==> src/rtl/vga_pkg.sv <==
// Shared grid constants, ASCII control codes, cell-word layout and FSM state type for the VGA text writer.
// The CLR_ROW state exists only when VGA_TEXT_WRITER_LINE_CLEAR_EN is defined.
package vga_pkg;

  localparam int VGA_ROWS  = 12;
  localparam int VGA_COLS  = 32;
  localparam int ROW_W     = 4;
  localparam int COL_W     = 5;

  localparam int COLOR_LSB = 0;
  localparam int FONT_LSB  = 24;

  localparam logic [7:0] ASCII_BS = 8'h08;
  localparam logic [7:0] ASCII_LF = 8'h0A;
  localparam logic [7:0] ASCII_FF = 8'h0C;
  localparam logic [7:0] ASCII_CR = 8'h0D;

  typedef enum logic [1:0] {
    IDLE       = 2'd0,
    CLR_SCREEN = 2'd1
`ifdef VGA_TEXT_WRITER_LINE_CLEAR_EN
    , CLR_ROW  = 2'd2
`endif
  } wr_state_e;

  function automatic logic [31:0] pack_ctrl(input logic [6:0] font, input logic [8:0] color);
    logic [31:0] w;
    w = '0;
    w[FONT_LSB +: 7]  = font;
    w[COLOR_LSB +: 9] = color;
    return w;
  endfunction

endpackage

==> src/rtl/vga_cursor.sv <==
// Row/column cursor for the text grid. Wraps compare against ROWS-1 / COLS-1 explicitly
// since the 4-bit row counter would otherwise run past row 11.
module vga_cursor
  import vga_pkg::*;
#(
  parameter int ROWS = VGA_ROWS,
  parameter int COLS = VGA_COLS
) (
  input  logic             clk,
  input  logic             rst_n,
  input  logic             home_i,
  input  logic             advance_i,
  input  logic             newline_i,
  input  logic             cr_i,
  input  logic             back_i,
  output logic [ROW_W-1:0] row_o,
  output logic [COL_W-1:0] col_o,
  output logic [ROW_W-1:0] row_next_o,
  output logic             col_last_o
);

  localparam logic [ROW_W-1:0] ROW_LAST = ROW_W'(ROWS - 1);
  localparam logic [COL_W-1:0] COL_LAST = COL_W'(COLS - 1);

  logic [ROW_W-1:0] row_q, row_d;
  logic [COL_W-1:0] col_q, col_d;

  assign row_o      = row_q;
  assign col_o      = col_q;
  assign row_next_o = (row_q == ROW_LAST) ? '0 : row_q + ROW_W'(1);
  assign col_last_o = (col_q == COL_LAST);

  always_comb begin
    row_d = row_q;
    col_d = col_q;
    if (home_i) begin
      row_d = '0;
      col_d = '0;
    end else if (newline_i) begin
      row_d = row_next_o;
      col_d = '0;
    end else if (cr_i) begin
      col_d = '0;
    end else if (back_i) begin
      if (col_q != '0) col_d = col_q - COL_W'(1);
    end else if (advance_i) begin
      if (col_last_o) begin
        col_d = '0;
        row_d = row_next_o;
      end else begin
        col_d = col_q + COL_W'(1);
      end
    end
  end

  always_ff @(posedge clk or negedge rst_n) begin
    if (!rst_n) begin
      row_q <= '0;
      col_q <= '0;
    end else begin
      row_q <= row_d;
      col_q <= col_d;
    end
  end

endmodule

==> src/rtl/vga_text_writer.sv <==
// Character-stream producer for the VGA block-control write port, with screen clear on FF/reset.
// Define VGA_TEXT_WRITER_LINE_CLEAR_EN to blank each new row as the cursor enters it.
//
// state      | meaning
// IDLE       | accepting characters, one cell write per printable/BS byte
// CLR_SCREEN | writing BLANK_FONT to every cell in row-major order
// CLR_ROW    | writing BLANK_FONT across the row just entered (line-clear builds only)
module vga_text_writer
  import vga_pkg::*;
#(
  parameter int         ROWS           = VGA_ROWS,
  parameter int         COLS           = VGA_COLS,
  parameter logic [7:0] FONT_BASE      = 8'h20,
  parameter logic [6:0] BLANK_FONT     = 7'd0,
  parameter logic [8:0] RESET_COLOR    = 9'h1FF,
  parameter bit         CLEAR_ON_RESET = 1'b1
) (
  input  logic        clk,
  input  logic        rst_n,
  input  logic        char_valid,
  input  logic [7:0]  char_data,
  output logic        char_ready,
  input  logic        color_we,
  input  logic [8:0]  color_in,
  output logic        busy,
  output logic [3:0]  vga_addr_v,
  output logic [4:0]  vga_addr_h,
  output logic [31:0] vga_ctrl,
  output logic        vga_ctrl_en
);

  localparam logic [ROW_W-1:0] ROW_LAST = ROW_W'(ROWS - 1);
  localparam logic [COL_W-1:0] COL_LAST = COL_W'(COLS - 1);

  wr_state_e        state_q, state_d;
  logic [ROW_W-1:0] clr_v_q, clr_v_d;
  logic [COL_W-1:0] clr_h_q, clr_h_d;
  logic [8:0]       color_q;

  logic             cur_home, cur_adv, cur_nl, cur_cr, cur_back;
  logic [ROW_W-1:0] cur_row, cur_row_next;
  logic [COL_W-1:0] cur_col;
  logic             cur_col_last;

  logic             wr_en;
  logic [ROW_W-1:0] wr_v;
  logic [COL_W-1:0] wr_h;
  logic [6:0]       wr_font;
  logic [6:0]       char_font;
  logic             accept, printable;

  logic             en_q;
  logic [ROW_W-1:0] v_q;
  logic [COL_W-1:0] h_q;
  logic [31:0]      ctrl_q;

  vga_cursor #(.ROWS(ROWS), .COLS(COLS)) u_cursor (
    .clk        (clk),
    .rst_n      (rst_n),
    .home_i     (cur_home),
    .advance_i  (cur_adv),
    .newline_i  (cur_nl),
    .cr_i       (cur_cr),
    .back_i     (cur_back),
    .row_o      (cur_row),
    .col_o      (cur_col),
    .row_next_o (cur_row_next),
    .col_last_o (cur_col_last)
  );

  assign char_ready = (state_q == IDLE);
  assign busy       = (state_q != IDLE);
  assign accept     = char_valid && char_ready;
  assign printable  = (char_data >= 8'h20) && (char_data <= 8'h7E);
  // Bit 7 is always 0 for printable codes, so the 7-bit subtraction matches the 8-bit one.
  assign char_font  = char_data[6:0] - FONT_BASE[6:0];

  always_comb begin
    state_d  = state_q;
    clr_v_d  = clr_v_q;
    clr_h_d  = clr_h_q;
    cur_home = 1'b0;
    cur_adv  = 1'b0;
    cur_nl   = 1'b0;
    cur_cr   = 1'b0;
    cur_back = 1'b0;
    wr_en    = 1'b0;
    wr_v     = cur_row;
    wr_h     = cur_col;
    wr_font  = BLANK_FONT;
    case (state_q)
      IDLE: begin
        if (accept) begin
          if (char_data == ASCII_LF) begin
            cur_nl = 1'b1;
`ifdef VGA_TEXT_WRITER_LINE_CLEAR_EN
            state_d = CLR_ROW;
            clr_v_d = cur_row_next;
            clr_h_d = '0;
`endif
          end else if (char_data == ASCII_CR) begin
            cur_cr = 1'b1;
          end else if (char_data == ASCII_BS) begin
            if (cur_col != '0) begin
              cur_back = 1'b1;
              wr_en    = 1'b1;
              wr_h     = cur_col - COL_W'(1);
            end
          end else if (char_data == ASCII_FF) begin
            state_d = CLR_SCREEN;
            clr_v_d = '0;
            clr_h_d = '0;
          end else if (printable) begin
            wr_en   = 1'b1;
            wr_font = char_font;
            cur_adv = 1'b1;
`ifdef VGA_TEXT_WRITER_LINE_CLEAR_EN
            if (cur_col_last) begin
              state_d = CLR_ROW;
              clr_v_d = cur_row_next;
              clr_h_d = '0;
            end
`endif
          end
        end
      end
      CLR_SCREEN: begin
        wr_en = 1'b1;
        wr_v  = clr_v_q;
        wr_h  = clr_h_q;
        if (clr_h_q == COL_LAST) begin
          clr_h_d = '0;
          if (clr_v_q == ROW_LAST) begin
            clr_v_d  = '0;
            state_d  = IDLE;
            cur_home = 1'b1;
          end else begin
            clr_v_d = clr_v_q + ROW_W'(1);
          end
        end else begin
          clr_h_d = clr_h_q + COL_W'(1);
        end
      end
`ifdef VGA_TEXT_WRITER_LINE_CLEAR_EN
      CLR_ROW: begin
        wr_en = 1'b1;
        wr_v  = clr_v_q;
        wr_h  = clr_h_q;
        if (clr_h_q == COL_LAST) begin
          clr_h_d = '0;
          state_d = IDLE;
        end else begin
          clr_h_d = clr_h_q + COL_W'(1);
        end
      end
`endif
      default: state_d = IDLE;
    endcase
  end

  always_ff @(posedge clk or negedge rst_n) begin
    if (!rst_n) begin
      if (CLEAR_ON_RESET) state_q <= CLR_SCREEN;
      else                state_q <= IDLE;
      clr_v_q <= '0;
      clr_h_q <= '0;
      color_q <= RESET_COLOR;
    end else begin
      state_q <= state_d;
      clr_v_q <= clr_v_d;
      clr_h_q <= clr_h_d;
      if (color_we) color_q <= color_in;
    end
  end

  always_ff @(posedge clk or negedge rst_n) begin
    if (!rst_n) begin
      en_q   <= 1'b0;
      v_q    <= '0;
      h_q    <= '0;
      ctrl_q <= '0;
    end else begin
      en_q <= wr_en;
      if (wr_en) begin
        v_q    <= wr_v;
        h_q    <= wr_h;
        ctrl_q <= pack_ctrl(wr_font, color_q);
      end
    end
  end

  assign vga_ctrl_en = en_q;
  assign vga_addr_v  = v_q;
  assign vga_addr_h  = h_q;
  assign vga_ctrl    = ctrl_q;

endmodule
==> config.mk <==
export PLATFORM = sky130hd
export DESIGN_NAME = vga_text_writer
export DESIGN_NICKNAME = d
export VERILOG_FILES = /design/src/rtl/vga_pkg.sv /design/src/rtl/vga_cursor.sv /design/src/rtl/vga_text_writer.sv
export SDC_FILE = /design/constraint.sdc
export NUM_CORES = 1
export LEC_CHECK = 0
export BUFFER_PORTS_ARGS = -buffer_cell sky130_fd_sc_hd__buf_2
export CAP_MARGIN = 20
export CELL_PAD_IN_SITES_DETAIL_PLACEMENT = 2
export CELL_PAD_IN_SITES_GLOBAL_PLACEMENT = 2
export CORE_MARGIN = 2
export CORE_UTILIZATION = 37
export DETAILED_ROUTE_END_ITERATION = 7
export PLACE_DENSITY_LB_ADDON = 0.25
export SETUP_SLACK_MARGIN = 0.05
export SLEW_MARGIN = 10
export SYNTH_ARGS = -nofsm -noshare
export SYNTH_HDL_FRONTEND = slang
export SYNTH_SLANG_ARGS = --single-unit
==> constraint.sdc <==
create_clock -name clk -period 6.2 [get_ports clk]
set_input_delay 0.62 -clock clk [delete_from_list [all_inputs] [get_ports clk]]
set_output_delay 0.62 -clock clk [all_outputs]
set_load 0.01 [all_outputs]
==> results.toml <==
[status]
status = "finished, final reports clean"

[floorplanning]
pin_count = 65
die_x_um = 93.4
die_area_sq_um = 8730
rows = 32
die_height_um = 93.4
initial_core_util = 0.383
core_sq_um = 7730

[cells_and_area]
layout.nets = 348
diodes = 0
syn_to_final_growth_pct = 11.3
final_util = 0.426
drive_gt1_frac = 0.304

[timing]
setup_viol = 0
worst_pin_slew_ps = 920
skew_ps = 1.85
finalWorstSetupSlack_ps = 3480
hold_viol_final = 0
slew_headroom = 0.384
report.final.slew_viol_count = 0
period_share = 0.438
fmax_mhz = 368
tns_ps = 0
rsz0062_at_grt = "false"
finalWorstPathRequiredPeriod_ps = 2720

[detailed_routing]
drt-initial-drc-count = 47
remaining_drc_errors = 0
dr.pass1.iters = 4
routed_via_density = 5.38
vias = 2265
avgRoutedWirePerCell_um = 18.1
wirelength_um = 7620
drtAntennaViolNets = 0

[cts]
cts_buffer_depth = 2
root_buffer = "clkbuf_8"
numClockSinks = 54
hold_buffers = 0
post_cts_resized = 0
cts_buffers = 5
clk_latency_ps = 310
cts_tree = "built"
cts_setup_buffers = 0
h-tree-depth = 2
path_clk_slew_ps = 100

[grt]
grt_max_degree = 55
grt.total_usage = 0.186
globalRouteOverflowTotal = 0
grt_pass1_vias = 2418
antenna_found_initial = 0
grt_pass1_wl_um = 12700

[placement]
dp_hpwl_um = 5610
portBuffers = 48
post-place-ws_ps = 3510
gp_congestion = 0.871

[pwr]
pwr_density_cell_nw_per_um2 = 340
leakagePower_nw = 1.51
peakVddDrop_uv = 106

[worst_setup_path]
critPathArrivalTime_ps = 2910
worstSetupPathType = "reg2reg"
slowest_stage = "o211a_1"
path_cells = "inv_1, ha_1, or4b_4, nand4_2, o211a_1, mux2_2"
slowest_delay_ps = 630
crit_fanout = 19
crit_required_ps = 6400
start_kind = "flop"
end_kind = "flop"

[yosys]
syn_area_sq_um = 2960
synth_top_area_frac = 0.372
ys_top_cells_by_area = "dfrtp_1 (37%), dfstp_2 (8.9%), mux2_2 (8.4%)"
avgSynthCellArea_sq_um = 10.8
synth_most_common_cell = "dfrtp_1"
synthDistinctLibCells = 55
syn_inst = 273
synth_seq_cells = 54
async_reset_ff_frac = 1.00
synth_top_cell_by_area = "dfrtp_1"
seq_area_frac_synth = 0.461
synth_common_cells = "dfrtp_1 (44), nand2_1 (26), mux2_2 (22), o21ai_0 (22), buf_4 (19)"
synth_top_flop_cell = "dfrtp_1"
ys_warn_count = 0
synth_edf_count = 0

[run]
drv_cap = 0

[hold_path]
hold_class = "in2async"
-- logic make-up (layout without fill, tap and decap cells) --
kind of cell | Yosys count | count (layout) | share of synthesized area
simple gates | 75 | 75 | 0.150
compound gates | 67 | 67 | 0.157
flops | 54 | 54 | 0.461
buf+inv | 34 | 65 | 0.0728
mux | 30 | 30 | 0.111
fa+ha+maj | 9 | 9 | 0.0381
xor+xnor | 3 | 3 | 0.00888
other cells | 1 | 16 | 0.00127
-- worst max-delay path: cells and delay by family, from the launching register on --
family          cells  cell delay, ps
buf+inv             1             190
fa+ha+maj           1             250
compound gates      1             630
mux                 1             420
simple gates        2             670
flops               1             450
-- path summary, 6_finish.rpt --
kind / endpoint / slack (ps) / startpoint / depth (start not counted)
max: vga_ctrl[7]$_DFFE_PN0P_ / 3480 / u_cursor.col_o[0]$_DFFE_PN0P_ / 6
min: vga_ctrl[1]$_DFFE_PN0P_ / 430 / rst_n / 2
max reg2reg: vga_ctrl[7]$_DFFE_PN0P_ / 3480 / u_cursor.col_o[0]$_DFFE_PN0P_ / 6
min reg2reg: vga_ctrl[30]$_DFFE_PN0P_ / 500 / vga_ctrl[30]$_DFFE_PN0P_ / 2
max in group asynchronous: u_cursor.row_o[0]$_DFFE_PN0P_ / 5310 / rst_n / 2
min in group clk: vga_ctrl[30]$_DFFE_PN0P_ / 500 / vga_ctrl[30]$_DFFE_PN0P_ / 2
-- stage by stage --
step	cell area, sq um	cells	hold slack [ps]	power, mW
after floorplan	3010	288	324	0.792
after global placement	3200	413	479	0.911
after detailed placement	3200	413	483	0.931
after CTS	3290	421	461	1.14
after global routing	3290	421	476	1.21
final	3290	421	426	1.12
-- where the power goes --
group	internal (mW)	switching [mW]	total (mW)
sequential	0.451	0.106	0.557
clock	0.0802	0.121	0.201
combinational	0.169	0.190	0.359
-- final cells by class --
| class | count | area (sq um) |
|---|---|---|
| inverter | 8 | 30.0 |
| sequential | 54 | 1360 |
| multi-input combinational | 200 | 1440 |
| tap | 102 | 128 |
| clock inverter | 2 | 13.8 |
| timing repair buffer | 49 | 248 |
| clock buffer | 6 | 72.6 |
| fill | 857 | 4440 |
-- registers in the layout (all words and copies together), names as in the netlist --
register	cells
color_q	9
clr_h_q	5
vga_addr_h	5
vga_addr_v	4
state_q	1
vga_ctrl_en	1
vga_ctrl	16
u_cursor.row_o	4
u_cursor.col_o	5
clr_v_q	4
-- routing by layer --
| layer | track usage | part of all wire |
|---|---|---|
| met1 | 0.248 | 0.46 |
| met4 | 0.0417 | 0.010 |
| met5 | 0 | 0 |
| met3 | 0.0274 | 0.030 |
| met2 | 0.320 | 0.50 |
-- placed cells by master, fill, tap and decap left out, drive strengths merged, types with 3 or more instances in the layout --
cell type,count
a31oi,4
conb,16
inv,8
nand2,26
nor4b,3
ha,9
dfstp,10
nor3,3
buf,49
dfrtp,44
o21ai,22
o31ai,4
o211ai,4
and3,4
mux2,22
o22ai,4
a21oi,5
nand4,5
a22o,8
nor2,9
nand3,6
clkbuf,6
nand2b,5
mux2i,8
(Power assumes the default switching activity.)
